`config.mk`:
```
export PLATFORM = sky130hd
export DESIGN_NAME = unified_mem_arbiter
export DESIGN_NICKNAME = d
export VERILOG_FILES = /design/src/rtl/torv32_mem_pkg.sv /design/src/rtl/mem_arb_pick.sv /design/src/rtl/unified_mem_arbiter.sv
export SDC_FILE = /design/constraint.sdc
export NUM_CORES = 1
export LEC_CHECK = 0
export CORE_ASPECT_RATIO = 0.7
export CORE_MARGIN = 4
export CORE_UTILIZATION = 33
export CTS_CLUSTER_DIAMETER = 100
export CTS_CLUSTER_SIZE = 12
export DETAILED_ROUTE_END_ITERATION = 8
export HOLD_SLACK_MARGIN = 0.08
export PLACE_DENSITY = 0.82
export SLEW_MARGIN = 40
export SYNTH_ARGS = -nofsm -noshare
export SYNTH_HDL_FRONTEND = slang
export SYNTH_HIERARCHICAL = 1
export SYNTH_SLANG_ARGS = --single-unit
```
`constraint.sdc`:
```
create_clock -name clk -period 2.7 [get_ports clk]
set_input_delay 0.54 -clock clk [delete_from_list [all_inputs] [get_ports clk]]
set_output_delay 0.54 -clock clk [all_outputs]
set_load 0.02 [all_outputs]
```
`src/rtl/torv32_mem_pkg.sv`:
```
// Shared types for the unified memory arbiter.
//   owner_e : which requester owns the RAM access currently on the RAM port
//   state_e : arbiter mode (core traffic, draining, loader-only)
//   RAM_RD_LAT : read latency of the RAM macro in cycles
package torv32_mem_pkg;

    typedef enum logic [1:0] {
        OWN_NONE = 2'd0,
        OWN_I    = 2'd1,
        OWN_D    = 2'd2,
        OWN_L    = 2'd3
    } owner_e;

    typedef enum logic [1:0] {
        ST_RUN   = 2'd0,
        ST_DRAIN = 2'd1,
        ST_LOAD  = 2'd2
    } state_e;

    localparam int RAM_RD_LAT = 1;

endpackage

```
`src/rtl/mem_arb_pick.sv`:
```
// Combinational grant selection for the unified memory arbiter.
//   i_elig_i/d/l : requester may be granted this cycle (already masked by mode)
//   i_state      : arbiter mode
//   i_starve_hit : fetch has waited through the maximum number of data grants
//   o_grant      : requester granted this cycle, OWN_NONE when idle
module mem_arb_pick
    import torv32_mem_pkg::*;
(
    input  logic   i_elig_i,
    input  logic   i_elig_d,
    input  logic   i_elig_l,
    input  state_e i_state,
    input  logic   i_starve_hit,
    output owner_e o_grant
);

    // Priority select: data over fetch unless fetch is starved; loader only in LOAD.
    always_comb begin
        o_grant = OWN_NONE;
        case (i_state)
            ST_RUN: begin
                if (i_elig_i && i_starve_hit) begin
                    o_grant = OWN_I;
                end else if (i_elig_d) begin
                    o_grant = OWN_D;
                end else if (i_elig_i) begin
                    o_grant = OWN_I;
                end else begin
                    o_grant = OWN_NONE;
                end
            end
            ST_LOAD: begin
                if (i_elig_l) begin
                    o_grant = OWN_L;
                end else begin
                    o_grant = OWN_NONE;
                end
            end
            ST_DRAIN: o_grant = OWN_NONE;
            default:  o_grant = OWN_NONE;
        endcase
    end

endmodule

```
`src/rtl/unified_mem_arbiter.sv`:
```
// Shares one single-port synchronous-read RAM among instruction fetch (i_*),
// data load/store (d_*) and the boot loader (l_*).
//   clk, resetn          : clock, asynchronous active-low reset
//   i_req/i_addr         : fetch request; i_rdata/i_ready completion
//   d_req/d_addr/d_wmask/d_wdata : data request (wmask 0 = read); d_rdata/d_ready
//   l_req/l_addr/l_wdata : loader word write; l_ready completion; l_done end of load
//   hold_core            : core must stall while high
//   ram_en/ram_wmask/ram_addr/ram_wdata/ram_rdata : RAM macro port
// A grant in cycle N appears on the RAM port in N+1; the owner's ready pulses in N+2.
module unified_mem_arbiter
    import torv32_mem_pkg::*;
#(
    parameter int AW         = 16,
    parameter int STARVE_MAX = 4
) (
    input  logic          clk,
    input  logic          resetn,
    input  logic          i_req,
    input  logic [AW-1:0] i_addr,
    output logic [31:0]   i_rdata,
    output logic          i_ready,
    input  logic          d_req,
    input  logic [AW-1:0] d_addr,
    input  logic [3:0]    d_wmask,
    input  logic [31:0]   d_wdata,
    output logic [31:0]   d_rdata,
    output logic          d_ready,
    input  logic          l_req,
    input  logic [AW-1:0] l_addr,
    input  logic [31:0]   l_wdata,
    output logic          l_ready,
    input  logic          l_done,
    output logic          hold_core,
    output logic          ram_en,
    output logic [3:0]    ram_wmask,
    output logic [AW-3:0] ram_addr,
    output logic [31:0]   ram_wdata,
    input  logic [31:0]   ram_rdata
);

    localparam int SCW = (STARVE_MAX < 1) ? 1 : $clog2(STARVE_MAX + 1);
    localparam logic [SCW-1:0] STARVE_LIM = SCW'(STARVE_MAX);

    state_e          r_state;
    state_e          w_next_state;
    owner_e          r_owner;        // owner of the access on the RAM port this cycle
    owner_e          w_grant;
    logic            r_i_ready;
    logic            r_d_ready;
    logic            r_l_ready;
    logic            r_hold;
    logic            r_done_pend;
    logic [SCW-1:0]  r_starve_cnt;
    logic            r_ram_en;
    logic [3:0]      r_ram_wmask;
    logic [AW-3:0]   r_ram_addr;
    logic [31:0]     r_ram_wdata;
    logic            w_elig_i;
    logic            w_elig_d;
    logic            w_elig_l;
    logic            w_in_flight;
    logic            w_done;
    logic            w_core_en;
    logic            w_load_en;
    logic            w_starve_hit;
    logic [AW-3:0]   w_addr;
    logic [3:0]      w_wmask;
    logic [31:0]     w_wdata;
    logic            w_unused;

    // Byte-offset bits are architecturally ignored.
    assign w_unused = ^{i_addr[1:0], d_addr[1:0], l_addr[1:0], 1'(RAM_RD_LAT)};

    // A req seen during its own ready cycle still belongs to the finished transfer.
    assign w_elig_i     = i_req && (r_owner != OWN_I) && !r_i_ready;
    assign w_elig_d     = d_req && (r_owner != OWN_D) && !r_d_ready;
    assign w_elig_l     = l_req && (r_owner != OWN_L) && !r_l_ready;
    assign w_in_flight  = (r_owner != OWN_NONE);
    assign w_done       = l_done || r_done_pend;
    assign w_starve_hit = (r_starve_cnt == STARVE_LIM);

    // Mode sequencing and per-mode grant enables.
    always_comb begin
        w_next_state = r_state;
        w_core_en    = 1'b0;
        w_load_en    = 1'b0;
        case (r_state)
            ST_RUN: begin
                if (l_req) begin
                    if (w_in_flight) begin
                        w_next_state = ST_DRAIN;
                    end else begin
                        w_next_state = ST_LOAD;
                    end
                end else begin
                    w_next_state = ST_RUN;
                    w_core_en    = 1'b1;
                end
            end
            ST_DRAIN: begin
                if (!w_in_flight) begin
                    w_next_state = ST_LOAD;
                end else begin
                    w_next_state = ST_DRAIN;
                end
            end
            ST_LOAD: begin
                // Leave only once no loader write is still waiting for its ready.
                if (w_done && (r_owner != OWN_L)) begin
                    w_next_state = ST_RUN;
                end else begin
                    w_next_state = ST_LOAD;
                    w_load_en    = 1'b1;
                end
            end
            default: w_next_state = ST_RUN;
        endcase
    end

    mem_arb_pick u_pick (
        .i_elig_i     (w_elig_i & w_core_en),
        .i_elig_d     (w_elig_d & w_core_en),
        .i_elig_l     (w_elig_l & w_load_en),
        .i_state      (r_state),
        .i_starve_hit (w_starve_hit),
        .o_grant      (w_grant)
    );

    // RAM command mux for the granted requester.
    always_comb begin
        w_addr  = {(AW-2){1'b0}};
        w_wmask = 4'b0000;
        w_wdata = 32'h0000_0000;
        case (w_grant)
            OWN_I: begin
                w_addr = i_addr[AW-1:2];
            end
            OWN_D: begin
                w_addr  = d_addr[AW-1:2];
                w_wmask = d_wmask;
                w_wdata = d_wdata;
            end
            OWN_L: begin
                w_addr  = l_addr[AW-1:2];
                w_wmask = 4'b1111;
                w_wdata = l_wdata;
            end
            default: begin
                w_addr  = {(AW-2){1'b0}};
                w_wmask = 4'b0000;
                w_wdata = 32'h0000_0000;
            end
        endcase
    end

    // State, access pipeline, readies, hold and starvation tracking.
    always_ff @(posedge clk or negedge resetn) begin
        if (!resetn) begin
            r_state      <= ST_RUN;
            r_owner      <= OWN_NONE;
            r_i_ready    <= 1'b0;
            r_d_ready    <= 1'b0;
            r_l_ready    <= 1'b0;
            r_hold       <= 1'b0;
            r_done_pend  <= 1'b0;
            r_starve_cnt <= {SCW{1'b0}};
            r_ram_en     <= 1'b0;
            r_ram_wmask  <= 4'b0000;
            r_ram_addr   <= {(AW-2){1'b0}};
            r_ram_wdata  <= 32'h0000_0000;
        end else begin
            r_state     <= w_next_state;
            r_owner     <= w_grant;
            r_i_ready   <= (r_owner == OWN_I);
            r_d_ready   <= (r_owner == OWN_D);
            r_l_ready   <= (r_owner == OWN_L);
            r_hold      <= (w_next_state != ST_RUN);
            r_done_pend <= (r_state == ST_LOAD) && (w_next_state == ST_LOAD) && w_done;
            r_ram_en    <= (w_grant != OWN_NONE);
            r_ram_wmask <= w_wmask;
            r_ram_addr  <= w_addr;
            r_ram_wdata <= w_wdata;
            if (!i_req || (w_grant == OWN_I)) begin
                r_starve_cnt <= {SCW{1'b0}};
            end else if ((w_grant == OWN_D) && w_elig_i) begin
                r_starve_cnt <= r_starve_cnt + {{(SCW-1){1'b0}}, 1'b1};
            end else begin
                r_starve_cnt <= r_starve_cnt;
            end
        end
    end

    // hold_core rises combinationally with l_req so the core stalls in that same cycle.
    assign hold_core = r_hold | ((r_state == ST_RUN) & l_req);
    assign i_ready   = r_i_ready;
    assign d_ready   = r_d_ready;
    assign l_ready   = r_l_ready;
    assign i_rdata   = ram_rdata;
    assign d_rdata   = ram_rdata;
    assign ram_en    = r_ram_en;
    assign ram_wmask = r_ram_wmask;
    assign ram_addr  = r_ram_addr;
    assign ram_wdata = r_ram_wdata;

endmodule
```
; Word-level counts from Yosys, hierarchy flattened
; Cells that the tools add are included.
[totals]
word_cells = 71
register_bits = 63
output_inout_bits = 119
[classes]
reduce_logical = 22
n_mux = 18
n_eq_ne = 13
bitwise_logic = 5
n_addsub = 1
[ops]
columns = operator, n
row1 = $pmux 32 s2, 1
row2 = $pmux 14 s3, 1
row3 = $eq 2x2->1 const B, 6
row4 = $mux 2, 6
row5 = $logic_and 1x1->1, 11
row6 = $pmux 4 s2, 1
row7 = $reduce_bool 2->1, 4
row8 = $eq 2x1->1 const B, 3
row9 = $mux 3, 2
row10 = $pmux 2 s3, 1
row11 = $mux 1, 5
row12 = $and 1x1->1, 4
row13 = $logic_not 1->1, 4
row14 = $ne 2x2->1 const B, 2
row15 = $pmux 2 s2, 1
row16 = $add 3x1->3 const B, 1
row17 = $eq 3x3->1 const B, 1
row18 = $logic_not 2->1, 1
row19 = $logic_or 1x1->1, 2
row20 = $ne 2x1->1 const B, 1
row21 = $or 1x1->1, 1

; Depth between registers and ports, before layout
; Gate-level depths: netlist (run 1).
[logic_depth]
ltp_word = 12
mapped_depth = 10
mapped_depth_nobuf = 9

; Modules after synthesis
; Netlist (run 1), hierarchy kept.
[by_module_without_submodules]
columns = mod, n_inst, cells_each, area_per_inst_um2
row1 = unified_mem_arbiter, 1, 275, 3275.6
row2 = mem_arb_pick, 1, 7, 38.8

; Least setup slack after synthesis (run 1)
; Ideal clock, no wire load.
[synth_path]
kind = input to register
start = in l_req
end = reg r_starve_cnt[1]
stages = 8
required_ps = 2575
path_buffers = 1
t_arrival_ps = 2041
setup_slack_ps = 534
cell_sequence = nor3_1 -> nor4bb_1 -> nand3b_1 -> a21oi_1 -> buf_4 -> nor2b_1 -> nand3_1 -> mux2_4
[synth_between]
elab_cells_between_ends = 19
classes_between = eq/ne (2) / mux (8) / bitwise (3) / reduce/logical (6)
[synth_rtl]
columns = item, line
row1 = "start, declared", unified_mem_arbiter.sv:28  ; input logic l_req,
row2 = $mux 1, unified_mem_arbiter.sv:89  ; if (l_req) begin
row3 = $mux 1, unified_mem_arbiter.sv:87  ; case (r_state)
row4 = "$and 1x1->1, on equally long branches", "unified_mem_arbiter.sv:122, unified_mem_arbiter.sv:121"
row5 = $mux 2 / $logic_and 1x1->1 (equally long branches), "mem_arb_pick.sv:24, mem_arb_pick.sv:22"
row6 = $mux 2, mem_arb_pick.sv:22  ; if (i_elig_i && i_starve_hit) begin
row7 = $pmux 2 s2 *, mem_arb_pick.sv:20  ; case (i_state)
row8 = via w_grant[1], unified_mem_arbiter.sv:47  ; owner_e w_grant;
row9 = $eq 2x1->1 / $eq 2x2->1 (equally long branches), "unified_mem_arbiter.sv:183, unified_mem_arbiter.sv:185"
row10 = $logic_or 1x1->1 / $logic_and 1x1->1 (equally long branches), "unified_mem_arbiter.sv:183, unified_mem_arbiter.sv:185"
row11 = $mux 3 / $reduce_bool 2->1 (equally long branches), --
row12 = "end signal, assigned", unified_mem_arbiter.sv:184  ; r_starve_cnt <= {SCW{1'b0}};
row13 = "end signal, assigned", unified_mem_arbiter.sv:186  ; r_starve_cnt <= r_starve_cnt + {{(SCW-1){1'b0}}, 1'b1};
row14 = "end signal, assigned", unified_mem_arbiter.sv:188  ; r_starve_cnt <= r_starve_cnt;
row15 = "end, declared", unified_mem_arbiter.sv:53  ; logic [SCW-1:0] r_starve_cnt;
; The timed path passes the listed nets; every way through them passes the cells marked *.
; A chain may end at the register's enable or synchronous reset.

; Worst setup path in the final report (run 1)
[layout_path]
start = in l_req
end = reg r_ram_addr[13], in the netlist ram_addr[13]
[layout_between]
elab_cells_between_ends = 17
classes_between = eq/ne (3) / mux (8) / bitwise (3) / reduce/logical (3)
[layout_rtl]
columns = item, line
row1 = $mux 1, unified_mem_arbiter.sv:89
row2 = $mux 1, unified_mem_arbiter.sv:87
row3 = "$and 1x1->1, on equally long branches", "unified_mem_arbiter.sv:122, unified_mem_arbiter.sv:121"
row4 = $mux 2 / $logic_and 1x1->1 (equally long branches), "mem_arb_pick.sv:24, mem_arb_pick.sv:22"
row5 = $mux 2, mem_arb_pick.sv:22
row6 = $pmux 2 s2 *, mem_arb_pick.sv:20
row7 = via w_grant[1], unified_mem_arbiter.sv:47
row8 = $eq 2x2->1 / $eq 2x1->1 (equally long branches), unified_mem_arbiter.sv:134  ; case (w_grant)
row9 = $pmux 14 s3 *, unified_mem_arbiter.sv:134
row10 = via w_addr[13], unified_mem_arbiter.sv:66  ; logic [AW-3:0] w_addr;
row11 = "end signal, assigned", unified_mem_arbiter.sv:169  ; r_ram_addr <= {(AW-2){1'b0}};
row12 = "end signal, assigned", unified_mem_arbiter.sv:181  ; r_ram_addr <= w_addr;
row13 = "end, declared", unified_mem_arbiter.sv:56  ; logic [AW-3:0] r_ram_addr;
; Marks and branches as above.

==> results of run 1 <==
-- what timing repair did --
item	CTS	global route
gates resized for setup	0	2
setup endpoints to repair	0	15
hold buffers	0	0
setup buffers	0	0
-- state kept, by name (all words and copies together), names as in the netlist --
signal and cells:
r_state 2, r_owner 2, l_ready 1, i_ready 1, d_ready 1, ram_addr 14, r_done_pend 1, ram_en 1
ram_wmask 4, r_starve_cnt 3, r_hold 1, ram_wdata 32
-- cells by family (layout without fill, tap and decap cells) --
group                    count (synthesis)  in the layout  synth area share, %
AO/OA/AOI/OAI                           24             24                 5.81
adder cells (fa/ha/maj)                  2              2                0.755
buffers and inverters                   81            204                 17.6
flip-flops                              63             63                 47.6
multiplexers                            49             49                 16.9
AND/OR/NAND/NOR                         63             63                 11.3
-- stage by stage --
stage	TNS (ns)	util (%)	worst slack, ns	instance area [µm²]
2_1_floorplan	0	-	0.534	3310
3_3_place_gp	-1.21	49.0	-0.0659	4780
3_5_place_dp	-5.02	49.0	-0.207	4780
4_1_cts	0	52.0	0.124	5070
5_1_grt	0	52.1	0.0373	5090
6_report	0	52.1	0.197	5090
-- worst max-delay path, delay by kind of cell --
family	cells	cell delay, ns
AND/OR/NAND/NOR	4	1.17
buffers and inverters	1	0.45
AO/OA/AOI/OAI	2	0.53
-- final timing paths --
| check | start | to | slack (ns) |
|---|---|---|---|
| max | l_req | ram_addr[13]$_DFF_PN0_ | 0.20 |
| min | resetn | r_owner[1]$_DFF_PN0_ | 0.17 |
| max reg2reg | r_state[0]$_DFF_PN0_ | ram_wdata[31]$_DFF_PN0_ | 0.31 |
| min reg2reg | r_starve_cnt[2]$_DFFE_PN0P_ | r_starve_cnt[2]$_DFFE_PN0P_ | 0.51 |
| max in group asynchronous | resetn | r_hold$_DFF_PN0_ | 1.94 |
| min in group clk | r_starve_cnt[2]$_DFFE_PN0P_ | r_starve_cnt[2]$_DFFE_PN0P_ | 0.51 |
-- cells in the mapped netlist (all sizes together) (2+ instances only) --
master	n
a22o	14
clkbuf	5
nand3	3
buf	72
nand3b	2
nor2	4
ha	2
and3	2
nand2	5
mux2	15
dfrtp	63
nor2b	35
a21oi	2
o21bai	2
mux2i	34
nor3	2
o21a	4
nand2b	4
inv	4
-- metal layers --
metal / vias to the layer above / part of all wire (%) / GRT usage, %
met2: 153 / 52 / 25.5
met4: 0 / 1.1 / 4.68
li1: 1115 / - / -
met5: - / 0 / 0
met1: 1105 / 37 / 15.2
met3: 8 / 10 / 6.29
-- power by group through the flow --
stage | combinational, W | clock [W] | sequential [W]
floorplan | 0.000766 | 0 | 0.00145
global placement | 0.00155 | 0 | 0.00123
detailed placement | 0.00159 | 0 | 0.00125
CTS | 0.00159 | 0.00113 | 0.00123
global route | 0.00167 | 0.00118 | 0.00125
finish | 0.00158 | 0.00110 | 0.00123
-- layout make-up --
type,instances,share of cell area [%]
inverter,4,0.295
tap,128,3.15
clock inverter,6,1.21
timing repair buffer,184,36.4
clock buffer,10,4.50
multi-input combinational,138,23.4
sequential,63,31.0
==> run summary, run 1 <==
status: complete, no violations
final setup violation count: 0
max_slew headroom: 65.5%
total power: 0.00391 W
Hold Path Class: input port to async pin
drt first pass iters: 6
GRT Total Usage: 14.3%
clock root buffer: clkbuf_16
Yosys cell types: 30
final RePlAce weighted congestion: 0.788
Sequential Power Share: 31.5%
grt ovf: 0
vias in the first global route: 2,602
Crit. End Element: register
DIE WIDTH: 128 µm
Peak VDD IR: 0.000273 V
Net Count, Synth: 438
Gate power share: 40.3%
I/O pins: 273
num rows: 30
Starting Density: 34.0%
crit-path max FO: 14
layout cell share with drive strength beyond 1: 12.1%
NetSw: 0.00120 W
initial antenna violation count: 0
RSZ-0062 raised after global routing: no
clk sinks: 63
area of the multi-input gates: 1190 µm²
mean post-synth cell area: 11.8 µm²
antenna-violating nets left: 0
Worst EP required: 2.90 ns
Nets: 556
cell count after synthesis: 282
CTS Buf Count: 9
Ys Warns: 6
Buffers on Ports: 170
ys async rst share: 100%
Crit path arrival time: 2.70 ns
antenna diode count: 0
Net Sw Frac: 30.7%
Clock Latency Late Sink: 0.32 ns
Slowest-stage cell, CP: clkdlybuf4s50_1
Yosys top cell by area: dfrtp_1
Max Cap Viol: 0
crit-path max cell delay: 0.45 ns
Worst R2R Path Depth: 8
Layout fillers: 885
die extent in y: 91.9 µm
clock slew at reported path FFs: 0.05 ns
wire per inst: 16.4 µm
Hold Violations, Final: 0
largest net degree at the start of global routing: 46
startpoint types: input port
synth-to-layout area growth: 53.5%
Max Slew Vio Count: 0
Die ar.: 11,700 µm²
Residual DRC: 0
DP HPWL: 7.04 mm
Min Hold Slack: 0.168 ns
clock network power share: 28.2%
Internal Dissipation: 0.00271 W
Core Area: 9760 µm²
Post-Syn Area: 3310 µm²
detailed-route via count: 2,381
Setup CP Type: input port to register
Post-Layout Cell Count: 533
H-tree Lvls: 3
synth top area cells: dfrtp_1, buf_4, mux2i_1
DR iter-0 viols: 89
Seq/Total Area, Yosys: 47.6%
first-pass GRT wire length: 13.2 mm
Pwr per Cell Area: 768 nW/µm²
Post-synth EDFFs: 0
clk buf depth: 2
Synth Register Bits: 63
top cell type's share of synthesized area: 47.6%
TritonCTS clock tree: yes
worst slew pin tran: 0.517 ns
LEAKAGE: 2.19 nW
crit-path cells: clkdlybuf4s50_1 -> nor3_1 -> nor4bb_4 -> nand3b_1 -> a21oi_4 -> and2b_1 -> a22o_1
FMAX: 399 MHz
commonest non-fill, non-tap cell in the layout: clkdlybuf4s50_1
Fin Clk Skew: 0.00752 ns
final WL: 8.74 mm
FF+latch area: 1580 µm²
period utilization: 92.7%
fin crit period: 2.50 ns
Placed Cells: 517
commonest non-fill, non-tap cells in the layout: clkdlybuf4s50_1, dfrtp_1, nor2b_1
Most used DFF post-synth: dfrtp_1
Vias/cell: 4.47
No activity file was read; power rests on OpenSTA's default activity.
==> run 2: changes to the inputs <==
--- a/config.mk
+++ b/config.mk
@@ -13,6 +13,7 @@
 export DETAILED_ROUTE_END_ITERATION = 8
 export HOLD_SLACK_MARGIN = 0.08
 export PLACE_DENSITY = 0.82
+export SKIP_LAST_GASP = 1
 export SLEW_MARGIN = 40
 export SYNTH_ARGS = -nofsm -noshare
 export SYNTH_HDL_FRONTEND = slang
==> results of run 2 <==
Same layout as run 1: the final DEF is identical, and so are final timing and power.
==> run 3: changes to the inputs <==
--- a/config.mk
+++ b/config.mk
@@ -11,6 +11,7 @@
 export CTS_CLUSTER_DIAMETER = 100
 export CTS_CLUSTER_SIZE = 12
 export DETAILED_ROUTE_END_ITERATION = 8
+export GPL_ROUTABILITY_DRIVEN = 0
 export HOLD_SLACK_MARGIN = 0.08
 export PLACE_DENSITY = 0.82
 export SKIP_LAST_GASP = 1
==> results of run 3 <==
Same layout as run 1: the final DEF is identical, and so are final timing and power.
